**src/rtl/uc_pipe_if.sv**
```systemverilog
// Control-word bus between instruction decode (master) and the control-word
// pipeline (slave). It carries the incoming word, the pipe controls and the
// last-stage outputs.
interface uc_pipe_if #(
  parameter int DEPTH  = 3,
  parameter int SELC_W = 6,
  parameter int TYPE_W = 7,
  parameter int CNT_W  = 16
);
  logic [SELC_W-1:0] SelC_in;
  logic [TYPE_W-1:0] Type_in;
  logic              MR_IN;
  logic              MW_IN;
  logic              VALID_IN;
  logic              STALL;
  logic              FLUSH;

  logic [SELC_W-1:0] SelC_out;
  logic [TYPE_W-1:0] Type_out;
  logic              MR_OUT;
  logic              MW_OUT;
  logic              VALID_OUT;
  logic [DEPTH-1:0]  STAGE_VALID;
  logic [CNT_W-1:0]  BUBBLE_CNT;

  modport master (
    output SelC_in, Type_in, MR_IN, MW_IN, VALID_IN, STALL, FLUSH,
    input  SelC_out, Type_out, MR_OUT, MW_OUT, VALID_OUT, STAGE_VALID, BUBBLE_CNT
  );

  modport slave (
    input  SelC_in, Type_in, MR_IN, MW_IN, VALID_IN, STALL, FLUSH,
    output SelC_out, Type_out, MR_OUT, MW_OUT, VALID_OUT, STAGE_VALID, BUBBLE_CNT
  );
endinterface

```
**src/rtl/uc_pipe.sv**
```systemverilog
// Control-word pipeline: carries {SelC, Type, MR, MW} through DEPTH stages,
// clocked on the falling edge of CK3. Supports a stall that freezes stages
// 0..STALL_STAGE (inserting a bubble just above them), a full flush, and
// one-shot memory strobes so a word held in the last stage never re-strobes.
module uc_pipe #(
  parameter int DEPTH       = 3,
  parameter int SELC_W      = 6,
  parameter int TYPE_W      = 7,
  parameter int NOP_SELC    = 35,
  parameter int NOP_TYPE    = 0,
  parameter int STALL_STAGE = 0,
  parameter int CNT_W       = 16
) (
  input  logic       CK3,
  input  logic       RST,
  uc_pipe_if.slave   bus
);

  typedef struct packed {
    logic              v;
    logic [SELC_W-1:0] selc;
    logic [TYPE_W-1:0] typ;
    logic              mr;
    logic              mw;
  } word_t;

  localparam int    LAST      = DEPTH - 1;
  // Stalling the last stage means nothing above it can move: a pure hold.
  localparam bit    FULL_HOLD = (STALL_STAGE == LAST);
  localparam word_t BUBBLE    = {1'b0, SELC_W'(NOP_SELC), TYPE_W'(NOP_TYPE), 2'b00};

  word_t            stage_q [DEPTH];
  word_t            stage_d [DEPTH];
  word_t            in_word;
  logic [CNT_W-1:0] cnt_q, cnt_d;
  logic             mr_q, mr_d;
  logic             mw_q, mw_d;
  logic             strobe_en;

  // Next-state of every stage, bubble counter and strobes (FLUSH > STALL > advance).
  always_comb begin
    in_word   = bus.VALID_IN ? {1'b1, bus.SelC_in, bus.Type_in, bus.MR_IN, bus.MW_IN} : BUBBLE;
    stage_d   = stage_q;
    cnt_d     = cnt_q;
    strobe_en = 1'b0;
    if (bus.FLUSH) begin
      for (int i = 0; i < DEPTH; i++) stage_d[i] = BUBBLE;
    end else if (bus.STALL) begin
      if (!FULL_HOLD) begin
        for (int i = 0; i < DEPTH; i++) begin
          if (i == STALL_STAGE + 1)     stage_d[i] = BUBBLE;
          else if (i > STALL_STAGE + 1) stage_d[i] = stage_q[(i > 0) ? i - 1 : 0];
        end
        if (cnt_q != {CNT_W{1'b1}}) cnt_d = cnt_q + CNT_W'(1);
        strobe_en = 1'b1;
      end
    end else begin
      for (int i = 0; i < DEPTH; i++)
        stage_d[i] = (i == 0) ? in_word : stage_q[(i > 0) ? i - 1 : 0];
      strobe_en = 1'b1;
    end
    // Strobes fire only on the edge a word enters the last stage.
    mr_d = strobe_en & stage_d[LAST].v & stage_d[LAST].mr;
    mw_d = strobe_en & stage_d[LAST].v & stage_d[LAST].mw;
  end

  // State registers, synchronous reset on the falling edge.
  always_ff @(negedge CK3) begin
    if (RST) begin
      for (int i = 0; i < DEPTH; i++) stage_q[i] <= BUBBLE;
      cnt_q <= '0;
      mr_q  <= 1'b0;
      mw_q  <= 1'b0;
    end else begin
      stage_q <= stage_d;
      cnt_q   <= cnt_d;
      mr_q    <= mr_d;
      mw_q    <= mw_d;
    end
  end

  assign bus.SelC_out   = stage_q[LAST].selc;
  assign bus.Type_out   = stage_q[LAST].typ;
  assign bus.VALID_OUT  = stage_q[LAST].v;
  assign bus.MR_OUT     = mr_q;
  assign bus.MW_OUT     = mw_q;
  assign bus.BUBBLE_CNT = cnt_q;

  for (genvar g = 0; g < DEPTH; g++) begin : g_valid
    assign bus.STAGE_VALID[g] = stage_q[g].v;
  end

endmodule

```
**src/flat_wrapper.sv**
```systemverilog
// flat-port wrapper written by rule: the top's interface ports become plain ports
module uc_pipe_flat 
#(
  parameter int DEPTH       = 3,
  parameter int SELC_W      = 6,
  parameter int TYPE_W      = 7,
  parameter int NOP_SELC    = 35,
  parameter int NOP_TYPE    = 0,
  parameter int STALL_STAGE = 0,
  parameter int CNT_W       = 16
)
  (CK3, RST, bus_SelC_in, bus_Type_in, bus_MR_IN, bus_MW_IN, bus_VALID_IN, bus_STALL, bus_FLUSH, bus_SelC_out, bus_Type_out, bus_MR_OUT, bus_MW_OUT, bus_VALID_OUT, bus_STAGE_VALID, bus_BUBBLE_CNT);
  uc_pipe_if #(.DEPTH(DEPTH), .SELC_W(SELC_W), .TYPE_W(TYPE_W), .CNT_W(CNT_W)) bus_i ();
  input  logic CK3;
  input  logic RST;
  input wire logic [$bits(bus_i.SelC_in)-1:0] bus_SelC_in;
  input wire logic [$bits(bus_i.Type_in)-1:0] bus_Type_in;
  input wire logic [$bits(bus_i.MR_IN)-1:0] bus_MR_IN;
  input wire logic [$bits(bus_i.MW_IN)-1:0] bus_MW_IN;
  input wire logic [$bits(bus_i.VALID_IN)-1:0] bus_VALID_IN;
  input wire logic [$bits(bus_i.STALL)-1:0] bus_STALL;
  input wire logic [$bits(bus_i.FLUSH)-1:0] bus_FLUSH;
  output wire logic [$bits(bus_i.SelC_out)-1:0] bus_SelC_out;
  output wire logic [$bits(bus_i.Type_out)-1:0] bus_Type_out;
  output wire logic [$bits(bus_i.MR_OUT)-1:0] bus_MR_OUT;
  output wire logic [$bits(bus_i.MW_OUT)-1:0] bus_MW_OUT;
  output wire logic [$bits(bus_i.VALID_OUT)-1:0] bus_VALID_OUT;
  output wire logic [$bits(bus_i.STAGE_VALID)-1:0] bus_STAGE_VALID;
  output wire logic [$bits(bus_i.BUBBLE_CNT)-1:0] bus_BUBBLE_CNT;
  assign bus_i.SelC_in = bus_SelC_in;
  assign bus_i.Type_in = bus_Type_in;
  assign bus_i.MR_IN = bus_MR_IN;
  assign bus_i.MW_IN = bus_MW_IN;
  assign bus_i.VALID_IN = bus_VALID_IN;
  assign bus_i.STALL = bus_STALL;
  assign bus_i.FLUSH = bus_FLUSH;
  assign bus_SelC_out = bus_i.SelC_out;
  assign bus_Type_out = bus_i.Type_out;
  assign bus_MR_OUT = bus_i.MR_OUT;
  assign bus_MW_OUT = bus_i.MW_OUT;
  assign bus_VALID_OUT = bus_i.VALID_OUT;
  assign bus_STAGE_VALID = bus_i.STAGE_VALID;
  assign bus_BUBBLE_CNT = bus_i.BUBBLE_CNT;
  uc_pipe #(.DEPTH(DEPTH), .SELC_W(SELC_W), .TYPE_W(TYPE_W), .NOP_SELC(NOP_SELC), .NOP_TYPE(NOP_TYPE), .STALL_STAGE(STALL_STAGE), .CNT_W(CNT_W)) u_core (.CK3(CK3), .RST(RST), .bus(bus_i));
endmodule
```
**config.mk**
```make
export PLATFORM = sky130hd
export DESIGN_NAME = uc_pipe_flat
export DESIGN_NICKNAME = d
export VERILOG_FILES = /design/src/rtl/uc_pipe_if.sv /design/src/rtl/uc_pipe.sv /design/src/flat_wrapper.sv
export SDC_FILE = /design/constraint.sdc
export NUM_CORES = 1
export LEC_CHECK = 0
export CAP_MARGIN = 25
export CELL_PAD_IN_SITES_DETAIL_PLACEMENT = 2
export CELL_PAD_IN_SITES_GLOBAL_PLACEMENT = 2
export CORE_MARGIN = 1
export CORE_UTILIZATION = 33
export CTS_CLUSTER_DIAMETER = 80
export DETAILED_ROUTE_END_ITERATION = 8
export GPL_ROUTABILITY_DRIVEN = 1
export PLACE_DENSITY_LB_ADDON = 0.1
export SETUP_SLACK_MARGIN = 0.3
export SLEW_MARGIN = 20
export SYNTH_ARGS = -nofsm -noshare
export SYNTH_HDL_FRONTEND = slang
export SYNTH_SLANG_ARGS = --single-unit
```
**constraint.sdc**
```tcl
create_clock -name CK3 -period 4.25 [get_ports CK3]
set_input_delay 0.425 -clock CK3 [delete_from_list [all_inputs] [get_ports CK3]]
set_output_delay 0.425 -clock CK3 [all_outputs]
set_load 0.02 [all_outputs]
```
==> out/qor.yml, run 1 <==
cts_max_level: 3
synthDistinctLibCells: 39
tightest_slew_ns: 0.639
crit_required_ns: 2.45
mostFrequentLayoutCell: "inv_1"
clock_tree.buffer_depth: 2
postLayoutCellArea_mm2: 0.00350
vias: 2335
synth_warnings: 0
fin_nets: 382
fp-row-count: 31
wirelength_mm: 8.01
hp-start: "u_core.stage_q[20]"
clk_pin_slew_ns: 0.06
drt-initial-drc-count: 66
clock-sinks: 64
netlist_instances: 251
cts_buffers: 9
drive_gt1_share_pct: 12.3
hpwl_mm: 4.53
r2r-start: "u_core.bus.BUBBLE_CNT[0]"
hold_class: "reg -> reg"
port_buffers: 54
worstHoldPathCells: 1
ff2ff_setup_slack_ns: 2.18
synth_top_area_share_pct: 51.6
drc: 0
cts-root-buf: "clkbuf_8"
drtAntennaViolNets: 0
power.leakage_uw: 0.00168
layout_common_cells: "66 x inv_1, 63 x dfxtp_1, 36 x clkdlybuf4s50_1, 22 x nor2_1, 16 x dlygate4sd2_1"
grt_usage_pct: 22.6
initial_core_util_pct: 34.3
die_h_um: 88.8
synth_area_leaders: "dfxtp_1 52%, buf_4 5.4%, and3_1 3.8%"
crit_arrival_ns: 2.15
synth.cell_area_mm2: 0.00248
synth_nets: 272
clk-insertion-delay-late_ns: 0.43
io_pins: 55
seq_area_frac_synth_pct: 51.6
multi_input_area_mm2: 0.00101
area_delta_synth_final_pct: 41.0
crit_path_start_kind: "input pin"
worstReg2RegEnd: "u_core.bus.BUBBLE_CNT[15]"
status: "completed"
drv_cap: 0
core_mm2: 0.00725
post_cts_buffers: 0
dieArea_mm2: 0.00788
die_x_um: 88.8
finalCoreUtilization_pct: 48.3
cts_tree: "done"
dpl_cell_area_mm2: 0.00304
grt_max_degree: 30
antenna_found_initial: 0
synth_seq_cells: 64
rsz0062_at_grt: "true"
fillers: 788
vias_per_cell: 5.02
fin_skew_ns: 0.0501
gp_congestion: 0.683
seqCellArea_mm2: 0.00128
avgSynthCellArea_um2: 9.90
p_per_area_mw_per_mm2: 444
cp-end-kind: "register"
finalHoldViolCount: 0
crit_path_max_fanout: 9
holdBufCountCts: 0
slew_viol_final: 0
min_to: "u_core.bus.Type_out[2]"
synth.largest_area_cell: "dfxtp_1"
rr_worst_depth: 5
grt_pass1_vias: 2707
antenna_cells: 0
grt_pass1_wl_mm: 13.1
overflow: 0
setup_viol: 0
relSlewSlack_pct: 57.1
ir_drop_mv: 0.197
dr.pass1.iters: 4
critPathKind: "in -> reg"
wire_per_inst_um: 17.2
-- per-stage QoR --
stage / hold slack, ns / TNS [ns] / total power (uW) / std cells / setup WS [ns]
finish: 0.417 / 0 / 1560 / 465 / 0.301
global route: 0.425 / 0 / 1680 / 465 / 0.280
CTS: 0.416 / 0 / 1600 / 465 / 0.210
detailed placement: 0.406 / -0.443 / 777 / 386 / -0.0674
global placement: 0.409 / -0.0285 / 776 / 386 / -0.0151
floorplan: 0.384 / 0 / 741 / 251 / 0.622
-- worst max path at each step --
stage / start / end / cells after the start
global route: bus_FLUSH / u_core.bus.BUBBLE_CNT[10] / 5
CTS: u_core.bus.BUBBLE_CNT[10] / bus_BUBBLE_CNT[10] / 1
finish: bus_FLUSH / u_core.bus.BUBBLE_CNT[10] / 5
floorplan: bus_FLUSH / u_core.bus.BUBBLE_CNT[12] / 4
global placement: bus_FLUSH / u_core.bus.BUBBLE_CNT[14] / 5
detailed placement: bus_STALL / u_core.stage_q[34] / 5
-- report_power, final --
| group | switching, uW | internal, uW | total [uW] |
|---|---|---|---|
| Combinational | 33.2 | 30.9 | 64.1 |
| Clock | 463 | 418 | 881 |
| Sequential | 3.49 | 609 | 612 |
| Total | 499 | 1060 | 1560 |
-- critical path, stage by stage --
cell and delay, ns:
clkdlybuf4s50_1 0.49, and2b_2 0.26, nand2_1 0.21, or4_1 0.58, a21oi_2 0.20
-- layer usage --
layer / global-route usage (%) / vias to the layer above / part of all wire (%)
li1: - / 1098 / -
met1: 24.3 / 1161 / 43
met2: 37.2 / 64 / 52
met3: 8.40 / 12 / 3.6
met4: 15.2 / 0 / 1.9
met5: 0 / - / 0
-- area by class of cell --
class / count / area share, %
clock buffer: 9 / 3.54
clock inverter: 71 / 9.79
inverter: 2 / 0.214
multi-input combinational: 155 / 29.0
sequential: 64 / 36.6
tap: 99 / 3.54
timing repair buffer: 65 / 17.4
-- flip-flops by register name, indices dropped and copies added (netlist names) --
signal                  count
u_core.bus.Type_out         7
u_core.bus.BUBBLE_CNT      16
u_core.stage_q             30
u_core.bus.MW_OUT           1
u_core.bus.STAGE_VALID      2
u_core.bus.MR_OUT           1
u_core.bus.SelC_out         6
u_core.bus.VALID_OUT        1
-- cell usage after synthesis --
master / count
nor3_1: 2
o31ai_1: 7
a22oi_1: 12
and4_1: 2
nand2b_1: 1
inv_1: 3
clkbuf_1: 7
clkbuf_8: 2
dfxtp_1: 64
mux2_1: 1
a21oi_1: 12
buf_4: 18
nor4_1: 2
nand3b_1: 1
and2b_2: 1
buf_1: 2
or3_1: 8
mux2_2: 2
o21ai_0: 5
nor3b_1: 1
nor4_2: 1
and2_1: 11
o22ai_1: 2
nor2b_1: 5
and4b_1: 1
nand4_1: 5
and3_1: 15
nand3_1: 7
ha_1: 1
nor4b_2: 1
nand4_2: 2
or2_2: 1
or4_1: 7
nand2_1: 12
mux2_4: 2
nor2_1: 22
nor4_4: 1
or3_2: 1
nand4_4: 1
-- cell families (layout without fill, tap and decap cells) --
logic type | after synthesis | count (layout) | synth area share [%]
buffers and inverters | 32 | 147 | 8.36
and+or+nand+nor | 111 | 111 | 27.3
DFF | 64 | 64 | 51.6
AOI/OAI and AO/OA | 38 | 38 | 9.67
adders and majority gates | 1 | 1 | 0.503
muxes | 5 | 5 | 2.57
-- what timing repair did --
item / in CTS / in global routing
gates resized for setup: 19 / 4
setup endpoints to repair: 24 / 6
endpoints found under the hold margin: 0 / 0
pin swaps: 0 / 0
Power figures use the tool's default switching activity.
==> run 2, diff against run 1 <==
CAP_MARGIN = unset   (was 25)
TNS_END_PERCENT = 30   (was unset)
==> out/qor.yml, run 2 (synthesized netlist as in run 1, its figures left out) <==
crit_path_start_kind: "register"
hold_class: "reg -> reg"
crit_path_max_fanout: 6
clk-insertion-delay-late_ns: 0.43
drive_gt1_share_pct: 11.5
tightest_slew_ns: 0.645
crit_path_end: "bus_BUBBLE_CNT[15]"
slew_viol_final: 0
ir_drop_mv: 0.198
crit_arrival_ns: 3.58
clk_pin_slew_ns: 0.04
gp_congestion: 0.683
drt-initial-drc-count: 60
slowest_delay_ns: 0.65
hpwl_mm: 4.53
vias_per_cell: 4.97
cts_max_level: 3
hp-start: "u_core.stage_q[20]"
r2r-start: "u_core.bus.BUBBLE_CNT[0]"
dr.pass1.iters: 4
drc: 0
rsz0062_at_grt: "true"
grt_pass1_vias: 2701
area_delta_synth_final_pct: 41.2
cts-root-buf: "clkbuf_8"
antenna_found_initial: 0
clock_tree.buffer_depth: 2
seqCellArea_mm2: 0.00128
layout_common_cells: "66 x inv_1, 63 x dfxtp_1, 42 x clkdlybuf4s50_1, 22 x nor2_1, 15 x and3_1"
fillers: 784
crit_start: "u_core.bus.BUBBLE_CNT[15]"
dieArea_mm2: 0.00788
placedCellCount: 386
relSlewSlack_pct: 56.6
vias: 2309
core_mm2: 0.00725
crit_required_ns: 3.83
cts_buffers: 9
status: "completed"
drtAntennaViolNets: 0
fin_nets: 382
largest_register_ffs: 30
die_x_um: 88.8
die_h_um: 88.8
drv_cap: 0
crit_family: "buffers and inverters"
wire_per_inst_um: 17.2
initial_core_util_pct: 34.3
cp_num_buf_inv: 1
port_buffers: 54
multi_input_area_um2: 998
setup_viol: 0
worstReg2RegEnd: "u_core.bus.BUBBLE_CNT[15]"
cts_tree: "done"
power.leakage_uw: 0.00171
p_per_area_mw_per_mm2: 443
path_depth: 1
finalCoreUtilization_pct: 48.4
wirelength_mm: 7.99
finalHoldViolCount: 0
cp_cell_sequence: "clkdlybuf4s50_1"
ff2ff_setup_slack_ns: 2.17
grt_usage_pct: 22.6
overflow: 0
critPathKind: "reg -> out"
cp_slowest_cell: "clkdlybuf4s50_1"
mostFrequentLayoutCell: "inv_1"
stdcell_count: 465
grt_pass1_wl_mm: 13.1
fp-row-count: 31
cp-end-kind: "output pin"
top_register: "u_core.stage_q"
grt_max_degree: 30
antenna_cells: 0
io_pins: 55
rr_worst_depth: 5
fin_skew_ns: 0.0503
clock-sinks: 64
run 2: cell count changes in the layout (fill, tap and decap cells not counted), sizes merged:
cell / change
clkdlybuf4s50: +6
dlygate4sd2: -10
dlymetal6s2s: +4
run 2: through the flow:
| stage | TNS (ns) | hold slack (ns) | worst slack (ns) | power, uW | cell area, um2 |
|---|---|---|---|---|---|
| 2_1_floorplan | 0 | 0.384 | 0.622 | 741 | 2480 |
| 3_3_place_gp | -0.0285 | 0.409 | -0.0151 | 776 | 3040 |
| 3_5_place_dp | -0.443 | 0.406 | -0.0674 | 777 | 3040 |
| 4_1_cts | 0 | 0.416 | 0.171 | 1600 | 3490 |
| 5_1_grt | 0 | 0.426 | 0.185 | 1680 | 3510 |
| 6_report | 0 | 0.417 | 0.247 | 1550 | 3510 |
run 2: layer usage:
layer  wire (um)  track usage [%]
met1        3480             24.4
met2        4110             37.0
met3         257             8.40
met4         144             15.1
met5           0                0
run 2: timing repair:
action / CTS / global route
gates resized for setup: 7 / 7
buffers inserted: 0 / 0
pin swaps: 0 / 0
cloned: 0 / 0
endpoints found under the setup margin: 24 / 29
hold buffers: 0 / 0
run 2: power by group:
part / internal, uW / switching [uW] / total [uW]
Clock: 418 / 460 / 878
Sequential: 609 / 3.52 / 612
Combinational: 31.2 / 32.8 / 64.1
run 2: final cells by class:
type                            instances  area share, %
Sequential cell                        64           36.5
Multi-Input combinational cell        155           28.4
Timing Repair Buffer                   65           18.0
Clock inverter                         71           9.77
Clock buffer                            9           3.53
Tap cell                               99           3.53
Inverter                                2          0.214
run 2: worst min-delay path by stage:
stage                                   endpoint  slack, ns  depth (start not counted)
after global placement    u_core.bus.Type_out[5]       0.41                          1
after floorplan           u_core.bus.SelC_out[5]       0.38                          1
final                     u_core.bus.Type_out[2]       0.42                          1
after global routing      u_core.bus.SelC_out[0]       0.43                          1
after detailed placement  u_core.bus.SelC_out[0]       0.41                          1
after CTS                 u_core.bus.Type_out[5]       0.42                          1
